File: src/rtl/qcs_clk_div_gen.sv
// qcs_clk_div_gen: programmable glitch-free clock divider with run/stop control,
// deferred divisor updates at period boundaries, edge strobes and a period counter.
`default_nettype none

module qcs_clk_div_gen #(
  parameter int DIV_W   = 8,
  parameter int DEF_DIV = 2,
  parameter int PCNT_W  = 16
) (
  input  logic              clk,
  input  logic              rst_n,
  input  logic              en,
  input  logic [DIV_W-1:0]  div_val,
  input  logic              div_load,
  output logic              clk_out,
  output logic              rise_stb,
  output logic              fall_stb,
  output logic              running,
  output logic              div_busy,
  output logic [DIV_W-1:0]  cur_div,
  output logic [PCNT_W-1:0] period_cnt
);

  localparam logic [DIV_W-1:0]  ONE     = DIV_W'(1);
  localparam logic [DIV_W-1:0]  TWO     = DIV_W'(2);
  localparam logic [DIV_W-1:0]  RST_DIV = (DEF_DIV < 2) ? DIV_W'(2) : DIV_W'(DEF_DIV);
  localparam logic [PCNT_W-1:0] PONE    = PCNT_W'(1);

  typedef enum logic [1:0] {
    IDLE     = 2'd0,
    RUN      = 2'd1,
    STOPPING = 2'd2
  } state_t;

  state_t           state;
  logic [DIV_W-1:0] cnt;
  logic [DIV_W-1:0] pending;
  logic [DIV_W-1:0] cnt_inc;
  logic [DIV_W-1:0] load_val;
  logic [DIV_W:0]   hi_len;
  logic             wrap;
  logic             next_hi;

  assign cnt_inc  = cnt + ONE;
  assign wrap     = (cnt == (cur_div - ONE));
  assign hi_len   = ({1'b0, cur_div} + {{DIV_W{1'b0}}, 1'b1}) >> 1;
  assign next_hi  = ({1'b0, cnt_inc} < hi_len);
  assign load_val = (div_val < TWO) ? TWO : div_val;

  always_ff @(posedge clk or negedge rst_n) begin
    if (!rst_n) begin
      state      <= IDLE;
      cnt        <= '0;
      pending    <= RST_DIV;
      clk_out    <= 1'b0;
      rise_stb   <= 1'b0;
      fall_stb   <= 1'b0;
      running    <= 1'b0;
      div_busy   <= 1'b0;
      cur_div    <= RST_DIV;
      period_cnt <= '0;
    end else begin
      rise_stb <= 1'b0;
      fall_stb <= 1'b0;
      case (state)
        IDLE: begin
          if (div_load) cur_div <= load_val;
          if (en) begin
            state    <= RUN;
            running  <= 1'b1;
            cnt      <= '0;
            clk_out  <= 1'b1;
            rise_stb <= 1'b1;
          end
        end
        RUN, STOPPING: begin
          if (wrap) begin
            // The last count of a period is always in the low phase, so the
            // restart edge is a clean rise and the stop leaves clk_out low.
            period_cnt <= period_cnt + PONE;
            cnt        <= '0;
            if (en) begin
              state    <= RUN;
              clk_out  <= 1'b1;
              rise_stb <= 1'b1;
              if (div_busy) cur_div <= pending;
              div_busy <= div_load;
              if (div_load) pending <= load_val;
            end else begin
              state   <= IDLE;
              running <= 1'b0;
              clk_out <= 1'b0;
              if (div_load)      cur_div <= load_val;
              else if (div_busy) cur_div <= pending;
              div_busy <= 1'b0;
            end
          end else begin
            state    <= en ? RUN : STOPPING;
            cnt      <= cnt_inc;
            clk_out  <= next_hi;
            rise_stb <= next_hi & ~clk_out;
            fall_stb <= ~next_hi & clk_out;
            if (div_load) begin
              pending  <= load_val;
              div_busy <= 1'b1;
            end
          end
        end
        default: begin
          state    <= IDLE;
          running  <= 1'b0;
          clk_out  <= 1'b0;
          div_busy <= 1'b0;
          cnt      <= '0;
        end
      endcase
    end
  end

endmodule

`default_nettype wire

File: config.mk
export PLATFORM = sky130hd
export DESIGN_NAME = qcs_clk_div_gen
export DESIGN_NICKNAME = d
export VERILOG_FILES = /design/src/rtl/qcs_clk_div_gen.sv
export SDC_FILE = /design/constraint.sdc
export NUM_CORES = 1
export LEC_CHECK = 0
export CAP_MARGIN = 20
export CORE_MARGIN = 4
export CORE_UTILIZATION = 30
export DETAILED_ROUTE_END_ITERATION = 6
export PLACE_DENSITY = 0.57
export RECOVER_POWER = 100
export SLEW_MARGIN = 20
export SYNTH_ARGS = -nofsm -noshare
export SYNTH_HDL_FRONTEND = slang
export SYNTH_SLANG_ARGS = --single-unit
File: constraint.sdc
create_clock -name clk -period 2.8 [get_ports clk]
set_clock_uncertainty 0.05 [all_clocks]
set_input_delay 0.56 -clock clk [delete_from_list [all_inputs] [get_ports clk]]
set_output_delay 0.56 -clock clk [all_outputs]
set_load 0.02 [all_outputs]
== After elaboration in Yosys (flattened, before gate mapping) ==
Cells that the tools add are included.

* Register bits: 47
* Bits in latches: 0
* Memory bits (writable): 0
* ROM bits: 0
* Bits of input ports: 12
* Output and inout port bits: 29
* Word-level logic and storage cells: 71
* Memories: 0

* $add $sub $neg: 4
* $mul: 0
* Divide/modulo/power cells: 0
* $lt $le $gt $ge: 2
* Eq/ne operators: 9
* Shift-type cells: 0
* Multiplexer cells: 33
* Bitwise logic cells: 5
* Reductions and logical operators: 8

{| class="wikitable"
|+ Operators with widths
! operator !! number
|-
| $mux W8 || 11
|-
| $pmux W8 S2 || 2
|-
| $add A16 B1 Y16 const B || 1
|-
| $mux W1 || 12
|-
| $ne A2 B2 Y1 const B || 5
|-
| $add A8 B1 Y9 const B || 1
|-
| $add A8 B1 Y8 const B || 1
|-
| $eq A8 B8 Y1 || 1
|-
| $lt A8 B2 Y1 const B || 1
|-
| $lt A8 B8 Y1 || 1
|-
| $pmux W1 S2 || 4
|-
| $sub A8 B1 Y8 const B || 1
|-
| $mux W2 || 3
|-
| $reduce_and A2 Y1 || 3
|-
| $reduce_and A3 Y1 || 2
|-
| $pmux W2 S2 || 1
|-
| $ne A3 B3 Y1 const B || 1
|-
| $not A1 Y1 || 3
|-
| $and A1 B1 Y1 || 2
|-
| $eq A2 B1 Y1 const B || 1
|-
| $eq A2 B2 Y1 const B || 1
|-
| $logic_not A2 Y1 || 1
|-
| $reduce_bool A2 Y1 || 1
|-
| $reduce_or A2 Y1 || 1
|}

== Longest topological paths before layout ==
Gate-level depths: netlist of the first run.

* Depth after elaboration: 6
* Gate-level depth with buffers: 12
* Mapped depth without buffers: 11

== Least setup slack after synthesis of the first run ==
No wires, ideal clock.

* Path kind: reg-to-reg
* Start point: register cur_div[1]
* End point: register pending[0]
* Library setup time: 0.127 ns
* Arrival: 2.522 ns
* Data required time: 2.623 ns
* Setup slack: 0.100 ns
* Cell stages (with the launch flop): 10
* Path buffers: 1
* Clock period less this slack: 2.700 ns
* Cells stage by stage: dfstp_2 > inv_1 > ha_1 > nor2b_1 > a221o_1 > o21ai_0 > a211o_1 > buf_6 > o211a_1 > mux2_1

* Cells in the longest elaborated chain, start to end: 4
* Elaborated cells between the ends (all ways): 5
* Those cells by class: add/sub (1); eq/ne (2); mux (1); reduce/logical (1)

{| class="wikitable"
|+ Ends and longest elaborated chain
! what !! RTL line !! text
|-
| from (decl) || 20 || <nowiki>output logic [DIV_W-1:0] cur_div,</nowiki>
|-
| from (signal assigned) || 67 || <nowiki>if (div_load) cur_div <= load_val;</nowiki>
|-
| from (signal assigned) || 86 || <nowiki>if (div_busy) cur_div <= pending;</nowiki>
|-
| from (signal assigned) || 93 || <nowiki>if (div_load) cur_div <= load_val;</nowiki>
|-
| $sub A8 B1 Y8 (*) || 45 || <nowiki>assign wrap = (cnt == (cur_div - ONE));</nowiki>
|-
| $eq A8 B8 Y1 (*) || 45 ||
|-
| $ne A2 B2 Y1 (no line) || -- ||
|-
| $reduce_and A2 Y1 (no line) || -- ||
|-
| to (signal assigned) || 88 || <nowiki>if (div_load) pending <= load_val;</nowiki>
|-
| to (signal assigned) || 104 || <nowiki>pending <= load_val;</nowiki>
|-
| to (decl) || 37 || <nowiki>logic [DIV_W-1:0] pending;</nowiki>
|}

Mark *: on every way between the ends. The rest lies on a longest branch, timed or not.
A chain may end at the register's enable or synchronous reset.

== Worst setup path after layout of the first run ==
* Start point: register cur_div[1]
* End point: register pending[7]

The elaborated chain is that of the path after synthesis.

==> results of run 1 <==
==> logic make-up after synthesis <==
family / after synthesis / share of synthesized area
and+or+nand+nor: 104 / 0.193
adders and majority gates: 13 / 0.0569
xor gates and xnor gates: 34 / 0.104
DFF: 47 / 0.412
AOI/OAI and AO/OA: 57 / 0.148
buffers and inverters: 28 / 0.0429
muxes: 9 / 0.0433
==> per-layer routing <==
| layer | track usage | vias to the layer above | share of wire | wire (um) |
|---|---|---|---|---|
| li1 | - | 1127 | - | - |
| met1 | 0.165 | 1116 | 0.48 | 3240 |
| met2 | 0.205 | 47 | 0.46 | 3160 |
| met3 | 0.0312 | 10 | 0.044 | 299 |
| met4 | 0.0481 | 0 | 0.016 | 108 |
| met5 | 0 | - | 0 | 0 |
==> worst max path at each step <==
stage	startpoint	endpoint	slack, ps
finish	cur_div[1]	pending[7]	140
CTS	cur_div[1]	clk_out	80
detailed placement	cur_div[1]	clk_out	110
global placement	cur_div[1]	clk_out	90
floorplan	cur_div[1]	pending[0]	100
global route	cur_div[0]	pending[7]	2
==> area by class of cell <==
cell class	instances	area (um^2)	area share
tap	129	161	0.0452
multi-input combinational	217	1570	0.440
sequential	47	1180	0.331
inverter	12	45.0	0.0126
clock buffer	8	100	0.0280
timing repair buffer	55	513	0.144
==> cells in the mapped netlist (8+ instances only) <==
cell,number,area (um^2)
dfrtp_1,45,1130
inv_1,12,45.0
xor2_1,10,87.6
ha_1,13,163
nand4_1,8,50.1
a2bb2oi_1,8,70.1
nand3_1,15,75.1
o21ai_0,20,100
nor2_1,13,48.8
nand3b_1,8,60.1
xnor2_1,24,210
nand2_1,28,105
==> repair_timing <==
action	4_1_cts	5_1_grt
setup endpoints to repair	0	9
setup buffers	0	1
gates resized for setup	0	7
==> flip-flops by register name, indices dropped and copies added (netlist names) <==
name,count
pending,8
fall_stb,1
rise_stb,1
cnt,8
period_cnt,16
cur_div,8
clk_out,1
running,1
state,2
div_busy,1
==> stage by stage <==
| stage | utilization | setup WS, ps | total power (uW) | cells | hold WS, ps |
|---|---|---|---|---|---|
| final | 0.386 | 140 | 3470 | 468 | 343 |
| after floorplan | - | 100 | 2380 | 292 | 214 |
| after CTS | 0.383 | 78.5 | 3500 | 467 | 143 |
| after detailed placement | 0.373 | 112 | 3030 | 459 | 415 |
| after global placement | 0.373 | 87.2 | 3000 | 459 | 414 |
| after global routing | 0.386 | 2.13 | 3770 | 468 | 451 |
==> power breakdown <==
part	switching, uW	internal [uW]
Clock	226	226
Sequential	214	883
Combinational	1040	885
==> critical path, cell delays in order (launching register included) <==
cell	delay [ps]
dfstp_2	550
inv_1	60
ha_1	230
nor2b_1	160
a221o_1	340
o21ai_0	240
a211o_1	330
o211ai_4	130
buf_12	160
mux2_4	290
==> summary.txt, run 1 <==
Outcome
  – Status: finished, final reports clean

Die
  – I/O pin count: 41
  – Die Height: about 110 um
  – Core ar.: between 9000 and 10000 um^2
  – Total die area: around 11000 um^2
  – Placement Rows: 35
  – Die Wd: 106 um
  – Starting Density: 0.309

Global routing
  – Largest net degree at the start of global routing: 30
  – Gr usage total: 0.127
  – Number of global-route vias before repair: between 2000 and 2500
  – Initial antenna violation count: 0
  – Gr ovfl total: 0
  – First-pass GRT wire length: 11.6 mm

Logic synthesis
  – Seq/Total Area, Yosys: 0.412
  – Async SR Flop Fraction: 1.00
  – Prevailing post-synth register cell: dfrtp_1
  – Syn nets: ~320
  – Synth cell types: 57
  – #FFs+latches synth: 47
  – Number of flops mapped to enable cells by yosys: 0
  – Post-Syn Area: ~2900 um^2
  – Synth warn: 0
  – Gate Count Post-Synth: roughly 290
  – Mean area per synthesized cell: 9.79 um^2

Placement
  – Post-detail-place hpwl: ~5.1 mm
  – I/O Buffers: 40
  – Placed Area: 3440 um^2
  – GP Congestion: roughly 0.9

Finish
  – Layout cells sized above 1: 0.121
  – Most common cell after layout, fill and taps aside: dfrtp_1
  – FILL cells: 936
  – Antenna cell count: 0
  – Fin area: about 3600 um^2
  – Final layout net count: 363
  – Synth-to-Final Area Change: 24.9%
  – Most frequent cells in the layout: dfrtp_1 (43), dlygate4sd3_1 (29), nand2_1 (28)

Setup path
  – Critical path arrival: 2800 ps
  – Crit Path Max Fanout: 7
  – Slack of the worst reg-to-reg path: between 100 and 150 ps
  – R2R depth: 9
  – Worst flop-to-flop path startpoint: cur_div[1]
  – Capturing point of the worst reg2reg path: pending[7]
  – Worst EP required: between 2000 and 3000 ps
  – CP startpoint kind: flop
  – Setup CP Type: reg2reg
  – Crit. End Element: flop

Drt
  – Initial drt markers: between 100 and 150
  – WL/cell: ~15 um
  – DR vias/cell: 4.91
  – Via count: 2300
  – DRC: 0
  – Post-Route WL: approximately 7 mm
  – Post-route ant nets: 0
  – Pre-Repair DR Iteration Count: 4

Timing
  – RSZ-0062 raised after global routing: no
  – Finish-stage setup viols: 0
  – Final Hold Vio Count: 0
  – Setup total negative slack: 0 ps
  – Slew Limit Headroom: 0.336
  – Minimum clock period: 2660 ps
  – Actual slew at the worst max-slew pin: ~1000 ps
  – Fin. max-slew vios: 0
  – Crit share post-route: 0.950
  – Max Fclk: 376 MHz

CTS
  – Clk Tree Root Cell: clkbuf_8
  – CTS tree: built
  – CTS Hold Buffers Added: 0
  – CTS max path bufs: 2
  – CTS sink cnt: 47
  – CTS clock-pin slew for the worst setup and hold paths: 90 ps
  – Skew-Pair Late Insertion Delay: roughly 300 ps
  – H-Tree Depth: 2
  – Inserted Clock Buffers: 5

Job
  – MaxCap Viol Count: 0

Hold path
  – Hold WC Path Type: in2async

Power and ir drop
  – Leak: 0.00153 uW
  – Peak VDD IR: 0.000292 V
  – Pwr/cell area: around 970 nW/um^2
No activity file was read; power rests on OpenSTA's default activity.
==> run 2, diff against run 1 <==
Settings changed: DONT_BUFFER_PORTS set to 1, PLACE_DENSITY 0.57 to 0.52.
Clock period 2.8 ns to 2.6 ns, I/O delays scaled along.
==> run 2 against run 1 <==
Effect of this change: combinational power increased by 18%; first-iteration DRC count decreased by 23%; largest power group unchanged; critical path depth increased by 2; highest routed layer unchanged; register-to-register slack got worse by 90 ps; count of clock-buffer cells in the layout decreased by 2; largest cell class unchanged; worst setup slack got worse by 90 ps; sequential share of layout area increased by 0.87 points; global-route usage about the same; critical endpoint is now fall_stb; non-clock buffer count decreased by 21.
==> summary.txt, run 2 (synthesis gave the netlist of run 1 again) <==
Die
  – Starting Density: 0.309 (unchanged)
  – Placement Rows: 35 (unchanged)
  – Die Height: 106 um (unchanged)
  – I/O pin count: 41 (unchanged)
  – Total die area: 11200 um^2 (unchanged)
  – Die Wd: 106 um (unchanged)
  – Core ar.: 9240 um^2 (unchanged)

Finish
  – Max FFs per register: 16 (unchanged)
  – Final layout net count: 342 (-5.8%)
  – Most common cell after layout, fill and taps aside: dfrtp_1
  – Post-Route Utilization: 0.376 (-0.00988)
  – Antenna cell count: 0 (unchanged)
  – Synth-to-Final Area Change: 21.7%
  – Largest reg by FF count: period_cnt
  – Layout cells sized above 1: 0.255 (+0.134)
  – Most frequent cells in the layout: dfrtp_1 (43), nand2_1 (27), buf_4 (27)

Drt
  – Via count: 2173 (-5.5%)
  – Post-Route WL: 6.93 mm (+1.9%)
  – DRC: 0 (unchanged)
  – WL/cell: 15.5 um (+6.7%)
  – Pre-Repair DR Iteration Count: 4 (unchanged)
  – Post-route ant nets: 0 (unchanged)
  – Initial drt markers: 93 (-23%)
  – DR vias/cell: 4.86 (-1.1%)

Timing
  – Crit share post-route: 0.981 (+0.0309)
  – Final Hold Vio Count: 0 (unchanged)
  – Actual slew at the worst max-slew pin: 1190 ps (+191 ps)
  – Slew Limit Headroom: 0.209 (-0.127)
  – Fin. max-slew vios: 0 (unchanged)
  – Finish-stage setup viols: 0 (unchanged)
  – RSZ-0062 raised after global routing: yes
  – Minimum clock period: 2550 ps (-110 ps)
  – Max Fclk: 392 MHz (+4.3%)
  – Fin Hold WS: 286 ps (-57.1 ps)

Setup path
  – Crit-path slowest cell: dfstp_2
  – CP startpoint kind: flop
  – Capturing point of the worst reg2reg path: fall_stb
  – Slack of the worst reg-to-reg path: 50 ps (-90 ps)
  – Crit. End Element: flop
  – Crit-path max cell delay: 590 ps (+40 ps)
  – Crit Path Max Fanout: 4 (-3)
  – Critical-path cell list: inv_4, nor3_4, nand4_1, xor2_1, ha_1, nand4_1, or3_4, a31oi_4, buf_6, nand2_2, nor2_2
  – Critical Path Start: cur_div[1]
  – Worst EP required: 2780 ps (-160 ps)
  – Setup CP Type: reg2reg
  – Critical path arrival: 2730 ps (-70 ps)
  – R2R depth: 11 (+2)
  – Worst flop-to-flop path startpoint: cur_div[1]
  – Most common cell on crit path: nand4_1

Power and ir drop
  – Peak VDD IR: 0.000364 V (+25%)
  – Leak: 0.00145 uW (-5.6%)
  – Pwr/cell area: 1170 nW/um^2 (+20%)

Global routing
  – Largest net degree at the start of global routing: 47 (+57%)
  – Gr usage total: 0.128 (about the same)
  – Gr ovfl total: 0 (unchanged)
  – Number of global-route vias before repair: 2187 (-6.8%)
  – First-pass GRT wire length: 11.4 mm (-1.7%)
  – Initial antenna violation count: 0 (unchanged)

CTS
  – Clk Tree Root Cell: clkbuf_8
  – CTS tree: built
  – Inserted Clock Buffers: 5 (unchanged)
  – CTS max path bufs: 2 (unchanged)
  – CTS clock-pin slew for the worst setup and hold paths: 90 ps (about the same)
  – CTS sink cnt: 47 (unchanged)
  – H-Tree Depth: 2 (unchanged)
  – Skew-Pair Late Insertion Delay: 300 ps (about the same)

Job
  – MaxCap Viol Count: 0 (unchanged)

Hold path
  – Min-delay src: en
  – Hold Path Stages: 1
  – Worst Hold Path EP: state[1]
  – Hold WC Path Type: in2reg

Placement
  – GP Congestion: 0.889 (+0.60%)
  – Post-detail-place hpwl: 4.99 mm (-2.0%)
  – I/O Buffers: 0 (-100%)

Outcome
  – Status: finished, final reports clean
==> run 2: final cells by class <==
class / count / area (um^2)
Fill cell: 933 / 5760
Multi-Input combinational cell: 217 / 1690
Sequential cell: 47 / 1180
Timing Repair Buffer: 34 / 284
Tap cell: 129 / 161
Clock buffer: 6 / 82.6
Inverter: 12 / 47.5
Clock inverter: 2 / 35.0
==> run 2: how the worst max path moves through the flow <==
| stage | to | slack, ps | cells after the start |
|---|---|---|---|
| floorplan | pending[2] | 20 | 9 |
| CTS | cur_div[3] | 3 | 10 |
| detailed placement | fall_stb | -50 | 11 |
| finish | fall_stb | 50 | 11 |
| global route | fall_stb | -110 | 11 |
| global placement | fall_stb | -90 | 11 |
==> run 2: layer usage <==
metal  vias to the layer above  routed length, um  global-route usage
met2                        37               3120               0.195
met4                         0                 88              0.0324
met3                         8                458              0.0416
met5                         -                  0                   0
met1                      1045               3270               0.174
li1                       1083                  -                   -
==> run 2: stage by stage <==
step                total power, uW  area (um^2)  cells  setup slack (ps)  setup TNS, ps
finish                         4070         3480    447              49.1              0
global route                   4380         3480    447              -110           -770
CTS                            3870         3360    443              2.94              0
detailed placement             3200         3170    432             -51.5           -181
global placement               3180         3170    432             -89.7           -280
floorplan                      2580         2870    292              15.9              0
==> run 2: repair_timing <==
item,CTS,global route
setup buffers,2,3
hold buffers,1,1
setup endpoints to repair,17,29
endpoints found under the hold margin,46,1
pin swaps,3,13
resized for setup,5,24
==> run 2: where the power goes <==
| part | total, uW | internal, uW | switching [uW] |
|---|---|---|---|
| combinational | 2270 | 1070 | 1200 |
| clock | 556 | 311 | 245 |
| sequential | 1240 | 950 | 291 |
==> run 2: critical path: cells and delay by family, from the launching register on <==
kind	cells	cell delay (ps)
simple gates	6	910
flops	1	590
fa+ha+maj	1	310
compound gates	1	220
xor+xnor	1	210
buf+inv	2	180
